### config.mk
export PLATFORM = sky130hd
export DESIGN_NAME = matching_memory
export DESIGN_NICKNAME = d
export VERILOG_FILES = /design/src/rtl/matching_memory_pkg.sv /design/src/rtl/matching_memory_table.sv /design/src/rtl/matching_memory.sv
export SDC_FILE = /design/constraint.sdc
export NUM_CORES = 1
export LEC_CHECK = 0
export BUFFER_PORTS_ARGS = -buffer_cell sky130_fd_sc_hd__buf_2
export CORE_ASPECT_RATIO = 0.5
export CORE_MARGIN = 2
export CORE_UTILIZATION = 30
export CTS_BUF_LIST = sky130_fd_sc_hd__clkbuf_8
export CTS_CLUSTER_DIAMETER = 60
export DETAILED_ROUTE_END_ITERATION = 10
export PLACE_DENSITY_LB_ADDON = 0.1
export SYNTH_ARGS = -nofsm -noshare
export SYNTH_HDL_FRONTEND = slang
export SYNTH_HIERARCHICAL = 1
export SYNTH_SLANG_ARGS = --single-unit
### constraint.sdc
create_clock -name CLK -period 15.6 [get_ports CLK]
set_input_delay 0 -clock CLK [delete_from_list [all_inputs] [get_ports CLK]]
set_output_delay 0 -clock CLK [all_outputs]
set_load 0.02 [all_outputs]
### src/rtl/matching_memory_pkg.sv
// Shared definitions for the operand-matching stage: destination option
// encodings, operand side encoding and the controller state type.
package matching_memory_pkg;

    localparam logic [2:0] DEST_OPTION_EXEC  = 3'd1;
    localparam logic [2:0] DEST_OPTION_LEFT  = 3'd2;
    localparam logic [2:0] DEST_OPTION_RIGHT = 3'd3;

    localparam logic SIDE_LEFT  = 1'b0;
    localparam logic SIDE_RIGHT = 1'b1;

    typedef enum logic [1:0] {
        S_RECEIVE = 2'd0,
        S_PROBE   = 2'd1,
        S_PR_SEND = 2'd2
    } mm_state_e;

    function automatic logic is_operand_option(input logic [2:0] opt);
        return (opt == DEST_OPTION_LEFT) || (opt == DEST_OPTION_RIGHT);
    endfunction

endpackage

### src/rtl/matching_memory_table.sv
// Matching table: register-array entry storage with one combinational read
// port and one write/clear port (wr_valid=0 clears the addressed slot).
module matching_memory_table #(
    parameter int DEST_ADDR_WIDTH = 16,
    parameter int COLOR_WIDTH     = 16,
    parameter int DATA_WIDTH      = 32,
    parameter int DEPTH           = 16,
    parameter int IDX_WIDTH       = $clog2(DEPTH)
) (
    input  logic                       CLK,
    input  logic                       RST,
    input  logic [IDX_WIDTH-1:0]       rd_idx,
    output logic                       rd_valid,
    output logic                       rd_side,
    output logic [DEST_ADDR_WIDTH-1:0] rd_addr,
    output logic [COLOR_WIDTH-1:0]     rd_color,
    output logic [DATA_WIDTH-1:0]      rd_data,
    input  logic                       wr_en,
    input  logic [IDX_WIDTH-1:0]       wr_idx,
    input  logic                       wr_valid,
    input  logic                       wr_side,
    input  logic [DEST_ADDR_WIDTH-1:0] wr_addr,
    input  logic [COLOR_WIDTH-1:0]     wr_color,
    input  logic [DATA_WIDTH-1:0]      wr_data
);

    logic [DEPTH-1:0]           valid_r;
    logic                       side_r  [DEPTH];
    logic [DEST_ADDR_WIDTH-1:0] addr_r  [DEPTH];
    logic [COLOR_WIDTH-1:0]     color_r [DEPTH];
    logic [DATA_WIDTH-1:0]      data_r  [DEPTH];

    // Valid bits: the only state reset has to clear
    always_ff @(posedge CLK) begin
        if (RST) begin
            valid_r <= {DEPTH{1'b0}};
        end else if (wr_en) begin
            valid_r[wr_idx] <= wr_valid;
        end
    end

    // Payload is only meaningful while its valid bit is set
    always_ff @(posedge CLK) begin
        if (wr_en && wr_valid) begin
            side_r[wr_idx]  <= wr_side;
            addr_r[wr_idx]  <= wr_addr;
            color_r[wr_idx] <= wr_color;
            data_r[wr_idx]  <= wr_data;
        end
    end

    assign rd_valid = valid_r[rd_idx];
    assign rd_side  = side_r[rd_idx];
    assign rd_addr  = addr_r[rd_idx];
    assign rd_color = color_r[rd_idx];
    assign rd_data  = data_r[rd_idx];

endmodule

### src/rtl/matching_memory.sv
// Operand-matching stage: parks two-operand tokens in a hashed, linearly
// probed table and emits a packet request once both operands are present.
module matching_memory
    import matching_memory_pkg::*;
#(
    parameter int DEST_ADDR_WIDTH      = 16,
    parameter int COLOR_WIDTH          = 16,
    parameter int DATA_WIDTH           = 32,
    parameter int DEPTH                = 16,
    parameter int IDX_WIDTH            = $clog2(DEPTH),
    parameter int WORKER_RESULT_WIDTH  = 3 + DEST_ADDR_WIDTH + COLOR_WIDTH + DATA_WIDTH,
    parameter int PACKET_REQUEST_WIDTH = 3 + DEST_ADDR_WIDTH + COLOR_WIDTH + 2 * DATA_WIDTH
) (
    input  logic                            CLK,
    input  logic                            RST,
    input  logic                            RECEIVE_WR_VALID,
    input  logic [WORKER_RESULT_WIDTH-1:0]  RECEIVE_WR_DATA,
    output logic                            RECEIVE_WR_READY,
    output logic                            SEND_PR_VALID,
    output logic [PACKET_REQUEST_WIDTH-1:0] SEND_PR_DATA,
    input  logic                            SEND_PR_READY,
    output logic                            OVERFLOW,
    output logic [IDX_WIDTH:0]              OCCUPANCY
);

    localparam logic [IDX_WIDTH-1:0] IDX_ONE    = {{(IDX_WIDTH-1){1'b0}}, 1'b1};
    localparam logic [IDX_WIDTH-1:0] LAST_PROBE = {IDX_WIDTH{1'b1}};
    localparam logic [IDX_WIDTH:0]   OCC_ONE    = {{IDX_WIDTH{1'b0}}, 1'b1};

    mm_state_e state_r, state_next;

    logic [2:0]                      wr_option_s;
    logic [DEST_ADDR_WIDTH-1:0]      wr_addr_s;
    logic [COLOR_WIDTH-1:0]          wr_color_s;
    logic [DATA_WIDTH-1:0]           wr_data_s;

    logic                            tok_side_r;
    logic [DEST_ADDR_WIDTH-1:0]      tok_addr_r;
    logic [COLOR_WIDTH-1:0]          tok_color_r;
    logic [DATA_WIDTH-1:0]           tok_data_r;
    logic [IDX_WIDTH-1:0]            hash_r;
    logic [IDX_WIDTH-1:0]            probe_r;
    logic                            found_r;
    logic [IDX_WIDTH-1:0]            empty_idx_r;

    logic                            ready_r;
    logic                            pr_valid_r;
    logic [PACKET_REQUEST_WIDTH-1:0] pr_data_r;
    logic [IDX_WIDTH:0]              occ_r;
    logic                            ovf_r;

    logic [IDX_WIDTH-1:0]            slot_s;
    logic                            rd_valid_s;
    logic                            rd_side_s;
    logic [DEST_ADDR_WIDTH-1:0]      rd_addr_s;
    logic [COLOR_WIDTH-1:0]          rd_color_s;
    logic [DATA_WIDTH-1:0]           rd_data_s;
    logic                            accept_s;
    logic                            pr_done_s;
    logic                            tag_hit_s;
    logic                            last_probe_s;
    logic                            match_s;
    logic                            store_s;
    logic                            drop_s;
    logic                            tbl_wr_en_s;
    logic                            tbl_wr_valid_s;
    logic [IDX_WIDTH-1:0]            tbl_wr_idx_s;
    logic [DATA_WIDTH-1:0]           left_data_s;
    logic [DATA_WIDTH-1:0]           right_data_s;
    logic [PACKET_REQUEST_WIDTH-1:0] request_s;

    assign wr_option_s = RECEIVE_WR_DATA[WORKER_RESULT_WIDTH-1 -: 3];
    assign wr_addr_s   = RECEIVE_WR_DATA[DATA_WIDTH + COLOR_WIDTH +: DEST_ADDR_WIDTH];
    assign wr_color_s  = RECEIVE_WR_DATA[DATA_WIDTH +: COLOR_WIDTH];
    assign wr_data_s   = RECEIVE_WR_DATA[0 +: DATA_WIDTH];

    assign accept_s     = RECEIVE_WR_VALID && ready_r;
    assign pr_done_s    = pr_valid_r && SEND_PR_READY;
    assign slot_s       = hash_r + probe_r;
    assign last_probe_s = (probe_r == LAST_PROBE);
    assign tag_hit_s    = rd_valid_s && (rd_addr_s == tok_addr_r) &&
                          (rd_color_s == tok_color_r) && (rd_side_s != tok_side_r);

    // Operands are ordered by side, not by arrival
    assign left_data_s  = (tok_side_r == SIDE_LEFT) ? tok_data_r : rd_data_s;
    assign right_data_s = (tok_side_r == SIDE_LEFT) ? rd_data_s : tok_data_r;
    assign request_s    = {DEST_OPTION_EXEC, tok_addr_r, tok_color_r, left_data_s, right_data_s};

    matching_memory_table #(
        .DEST_ADDR_WIDTH (DEST_ADDR_WIDTH),
        .COLOR_WIDTH     (COLOR_WIDTH),
        .DATA_WIDTH      (DATA_WIDTH),
        .DEPTH           (DEPTH),
        .IDX_WIDTH       (IDX_WIDTH)
    ) u_table (
        .CLK      (CLK),
        .RST      (RST),
        .rd_idx   (slot_s),
        .rd_valid (rd_valid_s),
        .rd_side  (rd_side_s),
        .rd_addr  (rd_addr_s),
        .rd_color (rd_color_s),
        .rd_data  (rd_data_s),
        .wr_en    (tbl_wr_en_s),
        .wr_idx   (tbl_wr_idx_s),
        .wr_valid (tbl_wr_valid_s),
        .wr_side  (tok_side_r),
        .wr_addr  (tok_addr_r),
        .wr_color (tok_color_r),
        .wr_data  (tok_data_r)
    );

    // Controller state register
    always_ff @(posedge CLK) begin
        if (RST) begin
            state_r <= S_RECEIVE;
        end else begin
            state_r <= state_next;
        end
    end

    // Next state and per-probe table decisions; a match beats store/overflow
    always_comb begin
        state_next     = state_r;
        match_s        = 1'b0;
        store_s        = 1'b0;
        drop_s         = 1'b0;
        tbl_wr_en_s    = 1'b0;
        tbl_wr_valid_s = 1'b0;
        tbl_wr_idx_s   = slot_s;
        case (state_r)
            S_RECEIVE: begin
                if (accept_s && is_operand_option(wr_option_s)) begin
                    state_next = S_PROBE;
                end else begin
                    state_next = S_RECEIVE;
                end
            end
            S_PROBE: begin
                if (tag_hit_s) begin
                    match_s     = 1'b1;
                    tbl_wr_en_s = 1'b1;
                    state_next  = S_PR_SEND;
                end else if (last_probe_s) begin
                    state_next = S_RECEIVE;
                    if (found_r || !rd_valid_s) begin
                        store_s        = 1'b1;
                        tbl_wr_en_s    = 1'b1;
                        tbl_wr_valid_s = 1'b1;
                        tbl_wr_idx_s   = found_r ? empty_idx_r : slot_s;
                    end else begin
                        drop_s = 1'b1;
                    end
                end else begin
                    state_next = S_PROBE;
                end
            end
            S_PR_SEND: begin
                if (pr_done_s) begin
                    state_next = S_RECEIVE;
                end else begin
                    state_next = S_PR_SEND;
                end
            end
            default: begin
                state_next = S_RECEIVE;
            end
        endcase
    end

    // Handshake, request, occupancy, overflow and probe bookkeeping
    always_ff @(posedge CLK) begin
        if (RST) begin
            ready_r    <= 1'b0;
            pr_valid_r <= 1'b0;
            pr_data_r  <= {PACKET_REQUEST_WIDTH{1'b0}};
            occ_r      <= {(IDX_WIDTH+1){1'b0}};
            ovf_r      <= 1'b0;
            probe_r    <= {IDX_WIDTH{1'b0}};
            found_r    <= 1'b0;
        end else begin
            ready_r <= (state_next == S_RECEIVE);
            if (accept_s) begin
                probe_r <= {IDX_WIDTH{1'b0}};
                found_r <= 1'b0;
            end else if (state_r == S_PROBE) begin
                probe_r <= probe_r + IDX_ONE;
                if (!found_r && !rd_valid_s) begin
                    found_r <= 1'b1;
                end
            end
            if (match_s) begin
                pr_valid_r <= 1'b1;
                pr_data_r  <= request_s;
                occ_r      <= occ_r - OCC_ONE;
            end else if (pr_done_s) begin
                pr_valid_r <= 1'b0;
            end
            if (store_s) begin
                occ_r <= occ_r + OCC_ONE;
            end
            if (drop_s) begin
                ovf_r <= 1'b1;
            end
        end
    end

    // Token latch and first-empty slot index; no reset needed
    always_ff @(posedge CLK) begin
        if (accept_s) begin
            tok_side_r  <= (wr_option_s == DEST_OPTION_RIGHT) ? SIDE_RIGHT : SIDE_LEFT;
            tok_addr_r  <= wr_addr_s;
            tok_color_r <= wr_color_s;
            tok_data_r  <= wr_data_s;
            hash_r      <= wr_addr_s[IDX_WIDTH-1:0] ^ wr_color_s[IDX_WIDTH-1:0];
        end
        if ((state_r == S_PROBE) && !found_r && !rd_valid_s) begin
            empty_idx_r <= slot_s;
        end
    end

    assign RECEIVE_WR_READY = ready_r;
    assign SEND_PR_VALID    = pr_valid_r;
    assign SEND_PR_DATA     = pr_data_r;
    assign OVERFLOW         = ovf_r;
    assign OCCUPANCY        = occ_r;

endmodule
* Word-level counts from Yosys, hierarchy flattened
Memories as Yosys holds them, arrays and structs flattened.
Cells that the tools add are included.
** Storage, ports and cells
- Register bits after elaboration :: 201
- Bits in latches :: 0
- Memory bits (writable) :: 1040
- Memory bits (read-only) :: 0
- Input bits :: 71
- Output and inout bits :: 107
- Word-level logic and storage cells :: 92
- Memories kept :: 4
** Memory list
- u_table.data_r :: depth 16, bits a word 32, rd ports 1, clocked after Yosys merged registers in 0, write ports 1, RTL line matching_memory_table.sv:31 : logic [DATA_WIDTH-1:0] data_r [DEPTH];
- u_table.addr_r :: depth 16, bits a word 16, rd ports 1, clocked after Yosys merged registers in 0, write ports 1, RTL line matching_memory_table.sv:29 : logic [DEST_ADDR_WIDTH-1:0] addr_r [DEPTH];
- u_table.color_r :: depth 16, bits a word 16, rd ports 1, clocked after Yosys merged registers in 0, write ports 1, RTL line matching_memory_table.sv:30 : logic [COLOR_WIDTH-1:0] color_r [DEPTH];
- u_table.side_r :: depth 16, bits a word 1, rd ports 1, clocked after Yosys merged registers in 0, write ports 1, RTL line matching_memory_table.sv:28 : logic side_r [DEPTH];
** Operators by class
- Add/subtract/negate cells :: 4
- $mul :: 0
- Div/mod/pow operators :: 0
- Order comparisons :: 3
- Eq/ne operators :: 8
- Shift operators :: 0
- Muxes and demuxes :: 36
- Bitwise gates (word level) :: 1
- Reduce and logical (&&, ||, !) cells :: 21
** Operators by type and width (number)
- 32-bit two-way mux :: 2
- 16-bit equality test :: 2
- 1-bit two-way mux :: 21
- 4-bit two-way mux :: 5
- 16-bit bitwise mux :: 1
- 1-bit logical AND :: 11
- 4-bit by 5-bit less-than comparator with 1-bit output (second input constant) :: 2
- 5-bit two-way mux :: 2
- 3-bit by 2-bit equality test with 1-bit output (second input constant) :: 2
- 2-bit one-hot mux with 3 select lines :: 1
- 5-bit by 1-bit adder with 5-bit output (second input constant) :: 1
- 5-bit by 1-bit subtractor with 5-bit output (second input constant) :: 1
- 4-bit by 1-bit adder with 4-bit output (second input constant) :: 1
- 4-bit adder :: 1
- 1-bit binary-select mux with 4-bit select :: 1
- 1-bit demux with 4-bit select :: 1
- 4-bit equality test (second input constant) :: 1
- 4-bit by 1-bit >= comparator with 1-bit output (second input constant) :: 1
- 2-bit zero test :: 2
- 2-bit two-way mux :: 2
- 2-bit nonzero test :: 2
- 4-bit XOR :: 1
- 2-bit by 1-bit equality test with 1-bit output (second input constant) :: 1
- 2-bit equality test (second input constant) :: 1
- 5 further kinds :: 7

* Depth between registers and ports, before layout
- Depth after elaboration :: 14
- Depth in mapped cells :: 22

* Hierarchy
The synthesis kept the hierarchy.
** By module, submodules not included
- matching_memory_table :: times used 1, cells an instance 1691, area each 39641.8 um2, seq. area each 31550.3 um2
- matching_memory :: times used 1, cells an instance 749, area each 7722.4 um2, seq. area each 4434.3 um2

* Worst setup path after synthesis
OpenSTA, ideal clock, no wires.
- Kind :: register -> register
- Start point :: register hash_r[0]
- End point :: memory u_table.addr_r[0][0], enable pin
- Library setup time :: 0.419 ns
- Arrival time :: 5.444 ns
- Setup slack :: 9.737 ns
- Stages on the path, launching flop included :: 20
- Buffers on the path :: 3
- Period minus slack after synthesis :: 5.863 ns
- Cell sequence :: edfxtp_1 ha_1 inv_1 fa_1 inv_1 clkbuf_1 clkbuf_1 mux4_2 a22oi_1 nand2_1 xnor2_1 nand3_1 nor4_1 nand4_1 and3_1 clkbuf_1 mux2_2 nor3b_1 nand2_1 inv_1
** On the way
- Elaborated cells on any way between the ends :: 28
** RTL lines
- from (decl) :: RTL line matching_memory.sv:41 : logic [IDX_WIDTH-1:0] hash_r;
- from (signal assigned) :: RTL line matching_memory.sv:215 : hash_r <= wr_addr_s[IDX_WIDTH-1:0] ^ wr_color_s[IDX_WIDTH-1:0];
- 4-bit adder :: RTL line matching_memory.sv:79 : assign slot_s = hash_r + probe_r;
- named net slot_s[1] :: RTL line matching_memory.sv:52 : logic [IDX_WIDTH-1:0] slot_s;
- memory 16 x 16 bit
- named net rd_addr_s[5] :: RTL line matching_memory.sv:55 : logic [DEST_ADDR_WIDTH-1:0] rd_addr_s;
- 16-bit equality test :: RTL line matching_memory.sv:81 : assign tag_hit_s = rd_valid_s && (rd_addr_s == tok_addr_r) &&
- 1-bit logical AND (2 in a row) :: RTL line matching_memory.sv:81
- 1-bit logical AND :: RTL line matching_memory.sv:82 : (rd_color_s == tok_color_r) && (rd_side_s != tok_side_r);
- 4-bit two-way mux :: RTL line matching_memory.sv:140 : if (tag_hit_s) begin
- 4-bit two-way mux :: RTL line matching_memory.sv:131 : case (state_r)
- named net tbl_wr_idx_s[2] :: RTL line matching_memory.sv:67 : logic [IDX_WIDTH-1:0] tbl_wr_idx_s;
- to (decl) :: RTL line matching_memory_table.sv:29
The timed path passes the listed nets, and every way through them passes these cells. The select of a mux whose other input is x is not followed.

* Worst setup path after layout
- Start point :: register probe_r[0]
- End point :: memory u_table.data_r[12][17], enable pin
** On the way
- Elaborated cells on any way between the ends :: 29
** RTL lines
- from (decl) :: RTL line matching_memory.sv:42 : logic [IDX_WIDTH-1:0] probe_r;
- from (signal assigned) :: RTL line matching_memory.sv:179 : probe_r <= {IDX_WIDTH{1'b0}};
- from (signal assigned) :: RTL line matching_memory.sv:184 : probe_r <= {IDX_WIDTH{1'b0}};
- from (signal assigned) :: RTL line matching_memory.sv:187 : probe_r <= probe_r + IDX_ONE;
- 4-bit adder :: RTL line matching_memory.sv:79
- named net slot_s[1] :: RTL line matching_memory.sv:52
- memory 16 x 1 bit
- named net rd_side_s :: RTL line matching_memory.sv:54 : logic rd_side_s;
- 1-bit != test :: RTL line matching_memory.sv:82
- 1-bit logical AND :: RTL line matching_memory.sv:82
- 4-bit two-way mux :: RTL line matching_memory.sv:140
- 4-bit two-way mux :: RTL line matching_memory.sv:131
- named net tbl_wr_idx_s[0] :: RTL line matching_memory.sv:67
- to (decl) :: RTL line matching_memory_table.sv:31
The timed path passes the listed nets, and every way through them passes these cells. The select of a mux whose other input is x is not followed.

==> impl_metrics.tcl <==
set metrics [dict create \
    status "finished clean" \
    cts_buffers 198 \
    holdPathEnd "tok_side_r" \
    netlist_instances 2440 \
    gp_congestion 0.742 \
    hold_class "input port to register" \
    slew_viol_final 0 \
    worst_pin_slew_ps 1160 \
    worst-path-buf-inv 6 \
    antenna_found_initial 4 \
    synth_warnings 6 \
    use_met2 0.257 \
    synth.distinct_cells 45 \
    die-area_um2 161000 \
    hold_slack_ps 138 \
    slowest_stage "buf_4" \
    rsz0062_at_grt "false" \
    period_share 0.555 \
    die_w_um 566 \
    grt_pass1_vias 26500 \
    grtUsageMet1 0.224 \
    skew_ps 76.0 \
    drtAntennaViolNets 0 \
    drc_errors 0 \
    slew_headroom 0.229 \
    maxCapViolations 0 \
    fp.coreArea_um2 157000 \
    finalWirelength_um 129000 \
    setup_tns_ps 0 \
    finalHoldViolCount 0 \
    portBuffers 175 \
    power_mw 6.56 \
    dr.first_iter.drc_count 1824 \
    syn_area_um2 47400 \
    clock_latency_ps 880 \
    grt_max_degree 88 \
    r2r_cells 19 \
    hold_depth 3 \
    irDropWorstVdd_v 0.0000566 \
    syn_to_final_growth_pct 17.5 \
    cp.required_ps 16030 \
    hold_start "RECEIVE_WR_DATA[66]" \
    yosys_register_bits 1241 \
    dieHeight_um 285 \
    gr-usage-all-layers 0.160 \
    setup_viol 0 \
    ys.flop_type "edfxtp_1" \
    vias_per_cell 4.83 \
    first_pass_iters 5 \
    path_common_cell "buf_4" \
    ys_seq_area_frac 0.760 \
    cts_num_sinks 1241 \
    clkSlewWorstSetupHoldPaths_ps 60 \
    io_pins 178 \
    cp_cell_sequence "ha_4, inv_1, fa_1, inv_8, buf_4, buf_4, mux4_2, a22oi_1, nand2_1, xor2_1, nand4_1, nor3_1, nand4_1, and3_1, mux2_2, nor3b_1, nand2_1, inv_4, buf_4" \
    grt_pass1_wl_um 189000 \
    reg2reg_slack_ps 6950 \
    fmax_mhz 116 \
    h-tree-depth 4 \
    avgSynthCellArea_um2 19.4 \
    regToRegStartpoint "probe_r[0]" \
    top_usage_layer "met2" \
    critPathLaunchType "register" \
    end_kind "register" \
    async_flop_share 0 \
    cts_buffer_depth 4 \
    cts_tree "done" \
    use_met3 0.0313 \
    wire_per_inst_um 25.2 \
    num_rows 103 \
    path_delay_family "buffers and inverters" \
    leakagePower_nw 18.2 \
    drive_above_1_share 0.274 \
    crit_type "register to register" \
    nets 2970 \
    root_buffer "clkbuf_8" \
    slowest_delay_ps 840 \
    period_minus_slack_ps 8650 \
    start_util 0.301 \
    r2r-end "u_table/data_r[12][17]" \
    dp.final_hpwl_um 70600 \
    vias 24800 \
    crit_fanout 73 \
    overflow 0 \
    synth-edff-count 1113 \
    powerDensity_nw_per_um2 118 \
    cp.arrival_ps 9080 \
]
-- logic make-up after synthesis --
kind of cell / Yosys count / share of synthesized area
xor gates and xnor gates: 42 / 0.00777
buffers and inverters: 157 / 0.0163
and+or+nand+nor: 377 / 0.0345
AOI/OAI and AO/OA: 280 / 0.0370
other: 1 / 0.0000792
muxes: 332 / 0.142
DFF: 1241 / 0.760
adders and majority gates: 10 / 0.00296
-- area by class of cell --
cell class                 count  area [um^2]
clock inverter               137          581
timing repair buffer         381         2780
tap                         2100         2630
fill                       14900       102000
inverter                      24          138
multi-input combinational   1043        10700
antenna                        5         12.5
sequential                  1241        36000
clock buffer                 207         2850
-- synthesized netlist by cell type, types with 2 or more instances --
cell | count | area, um^2
buf_2 | 22 | 110
nor2b_1 | 5 | 31.3
o21ai_0 | 23 | 115
edfxtp_1 | 1113 | 33400
or2_2 | 2 | 12.5
nand2_1 | 284 | 1070
and3b_1 | 6 | 52.6
a21oi_1 | 117 | 586
xor2_1 | 10 | 87.6
a31oi_1 | 2 | 12.5
nor3b_1 | 2 | 15.0
nor3_1 | 11 | 55.1
nand4_1 | 16 | 100
nand3_1 | 6 | 30.0
a22oi_1 | 132 | 991
nand3b_1 | 4 | 30.0
buf_1 | 12 | 45.0
mux4_2 | 264 | 5950
mux2_2 | 68 | 766
and3_1 | 3 | 18.8
nand2b_1 | 12 | 75.1
nor2_1 | 16 | 60.1
clkbuf_1 | 73 | 274
xnor2_1 | 32 | 280
o21a_1 | 2 | 15.0
inv_1 | 24 | 90.1
fa_1 | 2 | 40.0
buf_6 | 15 | 169
buf_4 | 11 | 82.6
and2_1 | 2 | 12.5
dfxtp_1 | 128 | 2560
ha_1 | 8 | 100
-- sequential cells by signal, indices dropped and copies added (netlist names) --
register,cells
u_table/data_r,512
u_table/addr_r,256
u_table/color_r,256
SEND_PR_DATA,97
tok_data_r,32
tok_addr_r,16
tok_color_r,16
u_table/side_r,16
u_table/valid_r,16
OCCUPANCY,5
empty_idx_r,4
hash_r,4
probe_r,4
state_r,2
OVERFLOW,1
RECEIVE_WR_READY,1
SEND_PR_VALID,1
found_r,1
tok_side_r,1
-- metal layers --
metal | wire length (um) | vias to the layer above
li1 | - | 10700
met1 | 60500 | 13300
met2 | 60900 | 563
met3 | 5730 | 183
met4 | 2360 | 0
met5 | 0 | -
-- worst min-delay path, stage by stage --
cell and delay [ps]:
buf_2 100, and3b_1 200, dlygate4sd3_1 560
-- worst max path at each step --
stage | start | endpoint | cells after the start
CTS | probe_r[0] | u_table/data_r[12][18] | 19
detailed placement | probe_r[0] | u_table/data_r[12][22] | 19
global route | probe_r[0] | u_table/data_r[12][18] | 19
global placement | hash_r[0] | u_table/data_r[12][22] | 19
finish | probe_r[0] | u_table/data_r[12][17] | 19
floorplan | hash_r[0] | u_table/addr_r[0][0] | 19
-- cells in the final DEF (no fill, tap or decap), types with 3 or more instances in the layout --
cell type and count:
nor2_1 15, ha_1 7, dlygate4sd3_1 137, a21oi_1 117, clkinv_1 28, inv_4 16
clkbuf_8 207, nand4_1 16, dfxtp_1 128, o21ai_0 23, buf_4 68, a22oi_1 132
nand3b_1 4, and3_1 3, clkinvlp_4 4, buf_2 174, nor2b_1 3, and3b_1 6
diode_2 5, xnor2_1 32, nor3_1 11, edfxtp_1 1113, nand3_1 6, inv_1 97
nand2_1 284, clkinv_2 12, nand2b_1 12, mux4_2 264, mux2_2 68, xor2_1 10
-- power breakdown --
group,switching (mW),internal [mW],total (mW)
registers,0.0244,3.62,3.64
clock network,1.29,1.23,2.52
logic,0.221,0.174,0.395
-- through the flow --
step / util / instance area [um^2] / cells / setup WS [ps]
2_1_floorplan: - / 47400 / 2441 / 9740
3_3_place_gp: 0.323 / 50800 / 4652 / 6870
3_5_place_dp: 0.323 / 50800 / 4652 / 6790
4_1_cts: 0.354 / 55600 / 5133 / 6710
5_1_grt: 0.354 / 55600 / 5136 / 6350
6_report: 0.354 / 55600 / 5138 / 6950
-- timing repair --
item | CTS | global route
hold buffers | 137 | 0
endpoints found under the hold margin | 160 | 0
buffers inserted | 0 | 0
setup endpoints to repair | 0 | 0
gates resized for setup | 0 | 0
Note: power is estimated with default switching activity, not from simulation.
